$ cat config.mk
export PLATFORM = sky130hd
export DESIGN_NAME = dmem_arbiter
export DESIGN_NICKNAME = d
export VERILOG_FILES = /design/src/rtl/mem_arb_pkg.sv /design/src/rtl/arb_rr_pick.sv /design/src/rtl/dmem_arbiter.sv
export SDC_FILE = /design/constraint.sdc
export NUM_CORES = 1
export LEC_CHECK = 0
export ABC_AREA = 1
export CELL_PAD_IN_SITES_DETAIL_PLACEMENT = 0
export CELL_PAD_IN_SITES_GLOBAL_PLACEMENT = 2
export CORE_MARGIN = 5
export CORE_UTILIZATION = 17
export DETAILED_ROUTE_END_ITERATION = 10
export PLACE_DENSITY_LB_ADDON = 0.05
export RECOVER_POWER = 100
export SYNTH_ARGS = -nofsm -noshare
export SYNTH_HDL_FRONTEND = slang
export SYNTH_SLANG_ARGS = --single-unit
$ cat constraint.sdc
create_clock -name clk -period 2.2 [get_ports clk]
set_clock_uncertainty 0.1 [all_clocks]
set_input_delay 0.44 -clock clk [delete_from_list [all_inputs] [get_ports clk]]
set_output_delay 0.44 -clock clk [all_outputs]
set_load 0.03 [all_outputs]
$ cat src/rtl/mem_arb_pkg.sv
// ----------------------------------------------------------------------------
// mem_arb_pkg
// Shared definitions for the two-port data-memory arbiter.
//   arb_state_e   : ownership state (IDLE / OWN0 / OWN1)
//   PORT0 / PORT1 : port index constants, also the encoding of last_gnt
//   DEF_*         : default depth and burst-length limits
//   word_in_range : true when a word index falls inside the memory
// ----------------------------------------------------------------------------
package mem_arb_pkg;

  typedef enum logic [1:0] {
    ST_IDLE = 2'd0,
    ST_OWN0 = 2'd1,
    ST_OWN1 = 2'd2
  } arb_state_e;

  localparam logic PORT0 = 1'b0;
  localparam logic PORT1 = 1'b1;

  localparam int DEF_MEM_WORDS = 64;
  localparam int DEF_MAX_BURST = 8;

  function automatic logic word_in_range(input logic [29:0]   word_idx,
                                         input int unsigned   words);
    return ({2'b00, word_idx} < words);
  endfunction

endpackage

$ cat src/rtl/arb_rr_pick.sv
// ----------------------------------------------------------------------------
// arb_rr_pick
// Combinational two-way tie-break. A lone requester wins; with both
// requesting, the port that was NOT granted most recently wins.
//   i_req0, i_req1 : requests
//   i_last_gnt     : port granted most recently (PORT0 / PORT1)
//   o_gnt[1:0]     : one-hot grant, bit i = port i, all zero when idle
// ----------------------------------------------------------------------------
module arb_rr_pick
  import mem_arb_pkg::*;
(
  input  logic       i_req0,
  input  logic       i_req1,
  input  logic       i_last_gnt,
  output logic [1:0] o_gnt
);

  always_comb begin
    o_gnt = 2'b00;
    if (i_req0 && i_req1) begin
      o_gnt = (i_last_gnt == PORT1) ? 2'b01 : 2'b10;
    end else if (i_req0) begin
      o_gnt = 2'b01;
    end else if (i_req1) begin
      o_gnt = 2'b10;
    end
  end

endmodule

$ cat src/rtl/dmem_arbiter.sv
// ----------------------------------------------------------------------------
// dmem_arbiter
// Shares one combinational-read data memory between the processor data
// port (port 0) and the loader/debug port (port 1). Grants are
// combinational; read data, read-valid and range errors are registered.
// A port may hold the memory across cycles with its lock input, up to
// MAX_BURST consecutive grants, after which it must re-arbitrate.
//
// Ports
//   clk, rst_n                 : clock, async active-low reset
//   i_req*/i_we*/i_lock*       : request, write enable, burst lock
//   i_addr*/i_wdata*           : byte address (word aligned), write data
//   o_gnt*                     : access performed this cycle (comb)
//   o_rdata*/o_rvalid*         : read data, valid one cycle after grant
//   o_err*                     : previous granted access was out of range
//   o_stall                    : port 0 requesting but not granted (comb)
//   o_mem_we/o_mem_addr/o_mem_wd, i_mem_rd : memory side
//
// state   | meaning
// --------+-------------------------------------------------------------
// IDLE    | no owner; grant by tie-break against last_gnt
// OWN0    | port 0 holds a lock; granted whenever i_req0 is high
// OWN1    | port 1 holds a lock; granted whenever i_req1 is high
// ----------------------------------------------------------------------------
module dmem_arbiter
  import mem_arb_pkg::*;
#(
  parameter int MEM_WORDS = DEF_MEM_WORDS,
  parameter int MAX_BURST = DEF_MAX_BURST
) (
  input  logic        clk,
  input  logic        rst_n,
  input  logic        i_req0,
  input  logic        i_req1,
  input  logic        i_we0,
  input  logic        i_we1,
  input  logic [31:0] i_addr0,
  input  logic [31:0] i_addr1,
  input  logic [31:0] i_wdata0,
  input  logic [31:0] i_wdata1,
  input  logic        i_lock0,
  input  logic        i_lock1,
  output logic        o_gnt0,
  output logic        o_gnt1,
  output logic [31:0] o_rdata0,
  output logic [31:0] o_rdata1,
  output logic        o_rvalid0,
  output logic        o_rvalid1,
  output logic        o_err0,
  output logic        o_err1,
  output logic        o_stall,
  output logic        o_mem_we,
  output logic [31:0] o_mem_addr,
  output logic [31:0] o_mem_wd,
  input  logic [31:0] i_mem_rd
);

  localparam int CNT_W = $clog2(MAX_BURST + 1);

  arb_state_e       r_state;
  logic [CNT_W-1:0] r_burst_cnt;
  logic             r_last_gnt;
  logic [31:0]      r_rdata0;
  logic [31:0]      r_rdata1;
  logic             r_rvalid0;
  logic             r_rvalid1;
  logic             r_err0;
  logic             r_err1;

  logic [1:0]       w_pick;
  logic [1:0]       w_gnt;
  logic             w_any_gnt;
  logic             w_sel_we;
  logic             w_sel_lock;
  logic [31:0]      w_sel_addr;
  logic             w_in_range;
  logic             w_owner_cont;
  logic [CNT_W-1:0] w_cnt_next;
  logic             w_burst_done;
  logic [31:0]      w_rd_data;

  arb_rr_pick u_pick (
    .i_req0     (i_req0),
    .i_req1     (i_req1),
    .i_last_gnt (r_last_gnt),
    .o_gnt      (w_pick)
  );

  // An owner with its request up bypasses the tie-break; an owner that
  // drops its request falls back to the tie-break in the same cycle.
  always_comb begin
    w_gnt = w_pick;
    if (r_state == ST_OWN0 && i_req0) begin
      w_gnt = 2'b01;
    end else if (r_state == ST_OWN1 && i_req1) begin
      w_gnt = 2'b10;
    end
    if (!rst_n) begin
      w_gnt = 2'b00;
    end
  end

  assign w_any_gnt  = |w_gnt;
  assign w_sel_we   = w_gnt[1] ? i_we1   : i_we0;
  assign w_sel_lock = w_gnt[1] ? i_lock1 : i_lock0;
  assign w_sel_addr = w_gnt[1] ? i_addr1 : i_addr0;
  assign w_in_range = word_in_range(w_sel_addr[31:2], MEM_WORDS);

  // Burst length counts every grant of the current ownership, including
  // the IDLE grant that established it.
  assign w_owner_cont = (r_state == ST_OWN0 && w_gnt[0]) ||
                        (r_state == ST_OWN1 && w_gnt[1]);
  assign w_cnt_next   = w_owner_cont ? (r_burst_cnt + CNT_W'(1)) : CNT_W'(1);
  assign w_burst_done = (w_cnt_next == CNT_W'(MAX_BURST));

  // Out-of-range reads return zero rather than whatever the memory aliases.
  assign w_rd_data = w_in_range ? i_mem_rd : 32'h0;

  assign o_gnt0     = w_gnt[0];
  assign o_gnt1     = w_gnt[1];
  assign o_stall    = i_req0 & ~w_gnt[0];
  assign o_mem_addr = w_sel_addr;
  assign o_mem_wd   = w_gnt[1] ? i_wdata1 : i_wdata0;
  assign o_mem_we   = w_any_gnt & w_sel_we & w_in_range;

  assign o_rdata0  = r_rdata0;
  assign o_rdata1  = r_rdata1;
  assign o_rvalid0 = r_rvalid0;
  assign o_rvalid1 = r_rvalid1;
  assign o_err0    = r_err0;
  assign o_err1    = r_err1;

  always_ff @(posedge clk or negedge rst_n) begin
    if (!rst_n) begin
      r_state     <= ST_IDLE;
      r_burst_cnt <= '0;
      r_last_gnt  <= PORT1;
      r_rdata0    <= 32'h0;
      r_rdata1    <= 32'h0;
      r_rvalid0   <= 1'b0;
      r_rvalid1   <= 1'b0;
      r_err0      <= 1'b0;
      r_err1      <= 1'b0;
    end else begin
      r_rvalid0 <= 1'b0;
      r_rvalid1 <= 1'b0;
      r_err0    <= 1'b0;
      r_err1    <= 1'b0;

      if (w_any_gnt) begin
        r_last_gnt <= w_gnt[1] ? PORT1 : PORT0;

        if (w_burst_done || !w_sel_lock) begin
          r_state     <= ST_IDLE;
          r_burst_cnt <= '0;
        end else begin
          r_state     <= w_gnt[1] ? ST_OWN1 : ST_OWN0;
          r_burst_cnt <= w_cnt_next;
        end

        if (!w_sel_we) begin
          if (w_gnt[0]) begin
            r_rdata0  <= w_rd_data;
            r_rvalid0 <= 1'b1;
          end else begin
            r_rdata1  <= w_rd_data;
            r_rvalid1 <= 1'b1;
          end
        end

        if (!w_in_range) begin
          if (w_gnt[0]) begin
            r_err0 <= 1'b1;
          end else begin
            r_err1 <= 1'b1;
          end
        end
      end else begin
        r_state     <= ST_IDLE;
        r_burst_cnt <= '0;
      end
    end
  end

endmodule
Word level (Yosys, flattened, before mapping)

Index checks and enable logic that the tools add are counted.

Output and inout bits: 136
Word-level logic and storage cells: 59
Bits in registers: 75

Mux-type cells: 29
Eq/ne operators: 3
$lt $le $gt $ge: 1
Add/sub/neg operators: 1
Reductions and logical operators: 11
Bitwise logic cells: 5

Operators with widths:

| operator            | number |
|---|---|
| $mux 32             | 3 |
| $lt 30x7->1 const B | 1 |
| $mux 2              | 10 |
| $mux 1              | 13 |
| $mux 4              | 3 |
| $reduce_and 3->1    | 2 |
| $logic_and 1x1->1   | 5 |
| $add 4x1->4 const B | 1 |
| $eq 4x4->1 const B  | 1 |
| $and 1x1->1         | 3 |
| $eq 2x1->1 const B  | 1 |
| $eq 2x2->1 const B  | 1 |
| $logic_or 1x1->1    | 2 |
| $not 1->1           | 2 |
| $reduce_or 2->1     | 1 |
| $logic_not 1->1     | 1 |

Longest topological paths before layout

Word-level depth: 13
Gate-level depth with buffers: 16
Mapped depth without buffers: 14

Hierarchy

From an unflattened synthesis, not the netlist that was laid out.

Cell total of the unflattened synthesis: 625
Area, all modules: 4312.9 µm²

By module, submodules not included:

| module       | area each (µm²) | cells each | times used |
|---|---|---|---|
| dmem_arbiter | 4291.6          | 620        | 1 |
| arb_rr_pick  | 21.3            | 5          | 1 |

Least setup slack after synthesis

OpenSTA, ideal clock, no wires.

Path type: reg-to-output
Start point: register r_last_gnt
End point: output port o_mem_we
Slack: -0.473 ns
Stages on the path, launching flop included: 15
Arrival time: 2.133 ns
Required time: 1.660 ns
Buffers on the path: 2
Cells stage by stage: dfstp_2 nand2_1 nand2_1 nand2_2 inv_2 nor2_4 buf_6 nand2_1 nand2_1 nor2_1 nand2_1 nor2_2 buf_4 nand2_1 nor2_1

Longest elaborated chain between the ends: 8
Elaborated cells on any way between the ends: 11

Ends and longest elaborated chain:

| item                   | RTL line            | source |
|---|---|---|
| start, declared        | dmem_arbiter.sv:62  | `logic r_last_gnt;` |
| start signal, assigned | dmem_arbiter.sv:151 | `r_last_gnt <= w_gnt[1] ? PORT1 : PORT0;` |
| $mux 2                 | arb_rr_pick.sv:21   | `o_gnt = (i_last_gnt == PORT1) ? 2'b01 : 2'b10;` |
| $mux 2                 | arb_rr_pick.sv:20   | `if (i_req0 && i_req1) begin` |
| $mux 2                 | dmem_arbiter.sv:95  | `end else if (r_state == ST_OWN1 && i_req1) begin` |
| $mux 2                 | dmem_arbiter.sv:93  | `if (r_state == ST_OWN0 && i_req0) begin` |
| $mux 2                 | dmem_arbiter.sv:98  | `if (!rst_n) begin` |
| $mux 32                | dmem_arbiter.sv:106 | `assign w_sel_addr = w_gnt[1] ? i_addr1 : i_addr0;` |
| via o_mem_addr[12]     | dmem_arbiter.sv:53  | `output logic [31:0] o_mem_addr,` |
| $lt 30x7->1            | mem_arb_pkg.sv:25   | `return ({2'b00, word_idx} < words);` |
| $and 1x1->1            | dmem_arbiter.sv:124 | `assign o_mem_we = w_any_gnt & w_sel_we & w_in_range;` |
| end, declared          | dmem_arbiter.sv:52  | `output logic o_mem_we,` |

The timed path passes the listed nets, and every way through them passes these cells.

Worst setup path after layout

Start point: register r_last_gnt
End point: output port o_mem_we

Longest elaborated chain between the ends: 8
Elaborated cells on any way between the ends: 11

Ends and longest elaborated chain:

| item                                              | RTL line |
|---|---|
| $mux 2 (*)                                        | arb_rr_pick.sv:21 |
| $mux 2 (*)                                        | arb_rr_pick.sv:20 |
| $mux 2 (*)                                        | dmem_arbiter.sv:95 |
| $mux 2 (*)                                        | dmem_arbiter.sv:93 |
| $mux 2 (*)                                        | dmem_arbiter.sv:98 |
| $mux 32, or another cell as far along             | dmem_arbiter.sv:106 |
| $lt 30x7->1 / $and 1x1->1 (equally long branches) | mem_arb_pkg.sv:25, dmem_arbiter.sv:124 |
| $and 1x1->1 (*)                                   | dmem_arbiter.sv:124 |

Mark *: on every way between the ends. The rest lies on a longest branch, timed or not.

==> run_summary.xml <==
<?xml version="1.0" encoding="UTF-8"?>
<metrics>
  <group name="run_status">
    <metric name="outcome" unit="">finished, violations left</metric>
    <metric name="failed_checks" unit="">setup timing</metric>
  </group>
  <group name="sta">
    <metric name="setup_ws" unit="ns">-0.605</metric>
    <metric name="finalHoldViolCount" unit="">0</metric>
    <metric name="setup_repair_after_global_routing_missed_its_margin" unit="">yes</metric>
    <metric name="setup_violations" unit="">126</metric>
    <metric name="slew_worst_pin" unit="ns">0.944</metric>
    <metric name="final_period_minus_worst_setup_slack" unit="ns">2.81</metric>
    <metric name="timing.final.crit_share" unit="">1.28</metric>
    <metric name="max_slew_margin" unit="">0.370</metric>
    <metric name="fmax" unit="MHz">357</metric>
    <metric name="timing_max_transition_violations_final" unit="">0</metric>
  </group>
  <group name="floorplanning">
    <metric name="fp.dieArea" unit="um2">28500</metric>
    <metric name="die_x" unit="um">169</metric>
    <metric name="number_of_standard_cell_rows_in_the_floorplan" unit="">58</metric>
    <metric name="ports" unit="">304</metric>
    <metric name="initial_core_util" unit="">0.171</metric>
    <metric name="core" unit="um2">25000</metric>
    <metric name="die_height" unit="um">169</metric>
  </group>
  <group name="synthesis">
    <metric name="netlist.top_cell.by_area" unit="">dfrtp_1</metric>
    <metric name="synth.yosys.seq_area_share" unit="">0.438</metric>
    <metric name="ys_warn_count" unit="">0</metric>
    <metric name="synthesized_area_per_cell" unit="um2">6.97</metric>
    <metric name="yosys_register_bits" unit="">75</metric>
    <metric name="synth_area_leaders" unit="">dfrtp_1, nand2_1, nand4_1</metric>
    <metric name="mappedNetlistNets" unit="">785</metric>
    <metric name="syn_area" unit="um2">4290</metric>
    <metric name="synth.distinct_cells" unit="">24</metric>
    <metric name="synth_top_area_frac" unit="">0.431</metric>
    <metric name="synthesis.instances" unit="">616</metric>
  </group>
  <group name="cts">
    <metric name="tritoncts" unit="">yes</metric>
    <metric name="cts_sink_cnt" unit="">75</metric>
    <metric name="clock_pin_slew_on_the_worst_setup_and_hold_paths" unit="ns">0.06</metric>
    <metric name="cts-buffers-inserted" unit="">9</metric>
    <metric name="worst_skew_pair.late_latency" unit="ns">0.34</metric>
    <metric name="htree_num_levels" unit="">3</metric>
    <metric name="cts_root_buf" unit="">clkbuf_16</metric>
    <metric name="cts_max_path_buffers" unit="">2</metric>
  </group>
  <group name="final_layout">
    <metric name="postLayoutCoreUtil" unit="">0.362</metric>
    <metric name="area_growth_synth_to_finish" unit="%">111</metric>
    <metric name="area_of_the_multi_input_gates" unit="um2">2220</metric>
    <metric name="mostFrequentLayoutCell" unit="">nand2_1</metric>
    <metric name="regArea" unit="um2">1880</metric>
    <metric name="final_layout_size_suffix_gt1_frac" unit="">0.233</metric>
    <metric name="final_nets" unit="">1131</metric>
    <metric name="final.fill_count" unit="">2627</metric>
    <metric name="layout.cells.most_common_list" unit="">nand2_1, clkdlybuf4s50_1, dfrtp_1, dlygate4sd3_1, nand4_1</metric>
  </group>
  <group name="worst_setup_path">
    <metric name="worstReg2RegStart" unit="">r_last_gnt</metric>
    <metric name="timing.critical_path.required" unit="ns">1.66</metric>
    <metric name="startpoint_to_endpoint_class_of_the_critical_path" unit="">reg2out</metric>
    <metric name="timing.reg2reg.worst_path_depth" unit="">17</metric>
    <metric name="crit_fanout" unit="">9</metric>
    <metric name="rr_endpoint" unit="">o_rdata1[12]</metric>
    <metric name="arrival_worst_endpoint" unit="ns">2.27</metric>
    <metric name="setup.worst_path.start_class" unit="">flip-flop</metric>
    <metric name="type_of_destination_of_the_critical_path" unit="">output pin</metric>
    <metric name="setup_slack_reg_to_reg" unit="ns">-0.20</metric>
  </group>
  <group name="placement">
    <metric name="gp_routability_congestion" unit="">0.840</metric>
    <metric name="detailed_place_hpwl" unit="mm">15.7</metric>
    <metric name="io_port_bufs" unit="">303</metric>
  </group>
  <group name="global_routing">
    <metric name="total_congestion_overflow" unit="">0</metric>
    <metric name="first_pass_grt_wire_length" unit="mm">32.6</metric>
    <metric name="via_count_of_the_first_global_routing_pass" unit="">5727</metric>
    <metric name="grt_max_degree" unit="">65</metric>
    <metric name="grt_usage" unit="">0.147</metric>
    <metric name="antenna_found_initial" unit="">2</metric>
  </group>
  <group name="power">
    <metric name="total_leakage_power" unit="nW">4.73</metric>
    <metric name="netSwitchingFraction" unit="">0.328</metric>
    <metric name="power.internal" unit="mW">2.94</metric>
    <metric name="post-layout-total-power" unit="mW">4.38</metric>
    <metric name="combPwrFrac" unit="">0.363</metric>
    <metric name="irDropWorstVdd" unit="V">0.000369</metric>
    <metric name="p_switching" unit="mW">1.44</metric>
    <metric name="power_frac_seq" unit="">0.321</metric>
    <metric name="clkPwrFrac" unit="">0.316</metric>
    <metric name="powerDensity" unit="nW/um2">483</metric>
  </group>
  <group name="route">
    <metric name="route.final.wire_length" unit="mm">22.4</metric>
    <metric name="drt_drc_violations_left" unit="">0</metric>
    <metric name="via_per_inst" unit="">4.15</metric>
    <metric name="via_count" unit="">5391</metric>
    <metric name="drt_pre_antenna_iters" unit="">7</metric>
    <metric name="wl_per_cell" unit="um">17.3</metric>
    <metric name="violation_count_after_the_first_detailed_route_iteration" unit="">281</metric>
    <metric name="antenna_violating_nets_post_route" unit="">0</metric>
  </group>
  <group name="hold_path">
    <metric name="min-delay-path-class" unit="">reg2reg</metric>
    <metric name="worst_hold_path.endpoint" unit="">o_rdata1[25]</metric>
    <metric name="startpoint_of_the_tightest_hold_check_path" unit="">o_rdata1[25]</metric>
    <metric name="whs_path_depth" unit="">2</metric>
  </group>
  <group name="run">
    <metric name="maxCapViolCount" unit="">0</metric>
  </group>
</metrics>
cell families (layout without fill, tap and decap cells):
family                   count (synthesis)  after routing  share of synthesized area
AND/OR/NAND/NOR                        443            443                      0.446
buffers and inverters                   90            441                      0.104
flip-flops                              75             75                      0.438
AO/OA/AOI/OAI                            5              5                    0.00583
XOR/XNOR                                 2              2                    0.00408
adder cells (fa/ha/maj)                  1              1                    0.00291
other                                    0              2                          0
sequential cells by signal, summed over array words and instances (netlist names):
name,count
o_err0,1
r_last_gnt,1
o_err1,1
o_rdata0,32
r_burst_cnt,4
r_state,2
o_rdata1,32
o_rvalid1,1
o_rvalid0,1
metrics by stage:
stage / hold slack, ns / area, um2 / setup TNS, ns / std cells / setup slack [ns]
floorplan: 0.0444 / 4400 / -0.136 / 616 / -0.136
global placement: 0.365 / 7960 / -79.07 / 1255 / -0.764
detailed placement: 0.367 / 7960 / -84.23 / 1255 / -0.795
CTS: 0.384 / 8640 / -32.75 / 1284 / -0.580
global route: 0.398 / 9070 / -44.26 / 1298 / -0.706
finish: 0.368 / 9070 / -29.93 / 1299 / -0.605
how the worst max path moves through the flow:
stage	from	to	slack (ns)	depth (start not counted)
finish	r_last_gnt	o_mem_we	-0.61	15
global route	r_last_gnt	o_mem_we	-0.71	15
CTS	r_state[0]	o_mem_we	-0.58	14
detailed placement	i_req0	o_mem_we	-0.79	14
global placement	i_req0	o_mem_we	-0.76	14
floorplan	i_req0	o_mem_we	-0.14	13
synthesized netlist by cell type:
master      n
buf_1       5
buf_2       8
buf_4       6
buf_6      10
clkbuf_1   12
dfrtp_1    74
dfstp_2     1
ha_1        1
inv_1      45
inv_2       4
nand2_1   334
nand2_2     2
nand2_4     1
nand3_1     5
nand3_2     2
nand3b_1    9
nand4_1    65
nor2_1     20
nor2_2      3
nor2_4      2
o21ai_0     4
o21ai_1     1
xnor2_1     1
xor2_1      1
routing by layer:
metal,wire length [um],vias up,track usage
met4,213,0,0.0311
met5,0,-,0
li1,-,2640,-
met2,11600,234,0.270
met3,2140,15,0.0542
met1,8420,2502,0.163
final cells by class:
type,instances,area share
clock buffer,10,0.0252
sequential,75,0.207
antenna,2,0.000552
inverter,49,0.0203
clock inverter,6,0.00455
timing repair buffer,376,0.452
multi-input combinational,451,0.245
tap,330,0.0455
power groups by stage:
stage | logic (mW) | clock network [mW] | registers, mW
after detailed placement | 1.42 | 0 | 1.43
after global placement | 1.42 | 0 | 1.43
after floorplan | 0.596 | 0 | 1.44
final | 1.59 | 1.38 | 1.40
after global routing | 1.70 | 1.50 | 1.40
after CTS | 1.53 | 1.44 | 1.40
critical path, stage by stage (launching register included):
cell and delay [ns]:
dfstp_2 0.54, nand2_1 0.06, nand2_2 0.08, nand2_4 0.08, inv_2 0.07, nor2_4 0.04, buf_12 0.13, buf_12 0.14
nand2_4 0.06, nand2_4 0.06, nor2_4 0.10, nand2_2 0.07, nor2_4 0.16, nand2_2 0.09, nor2_4 0.11, buf_12 0.13
timing repair:
item                                    CTS  global route
hold buffers                              2             0
hold endpoints to repair                  1             0
resized for setup                        63            62
pin swaps                                13            27
buffers inserted                          8             3
gates cloned                              4            10
endpoints found under the setup margin  133           139
Power figures use the tool's default switching activity.
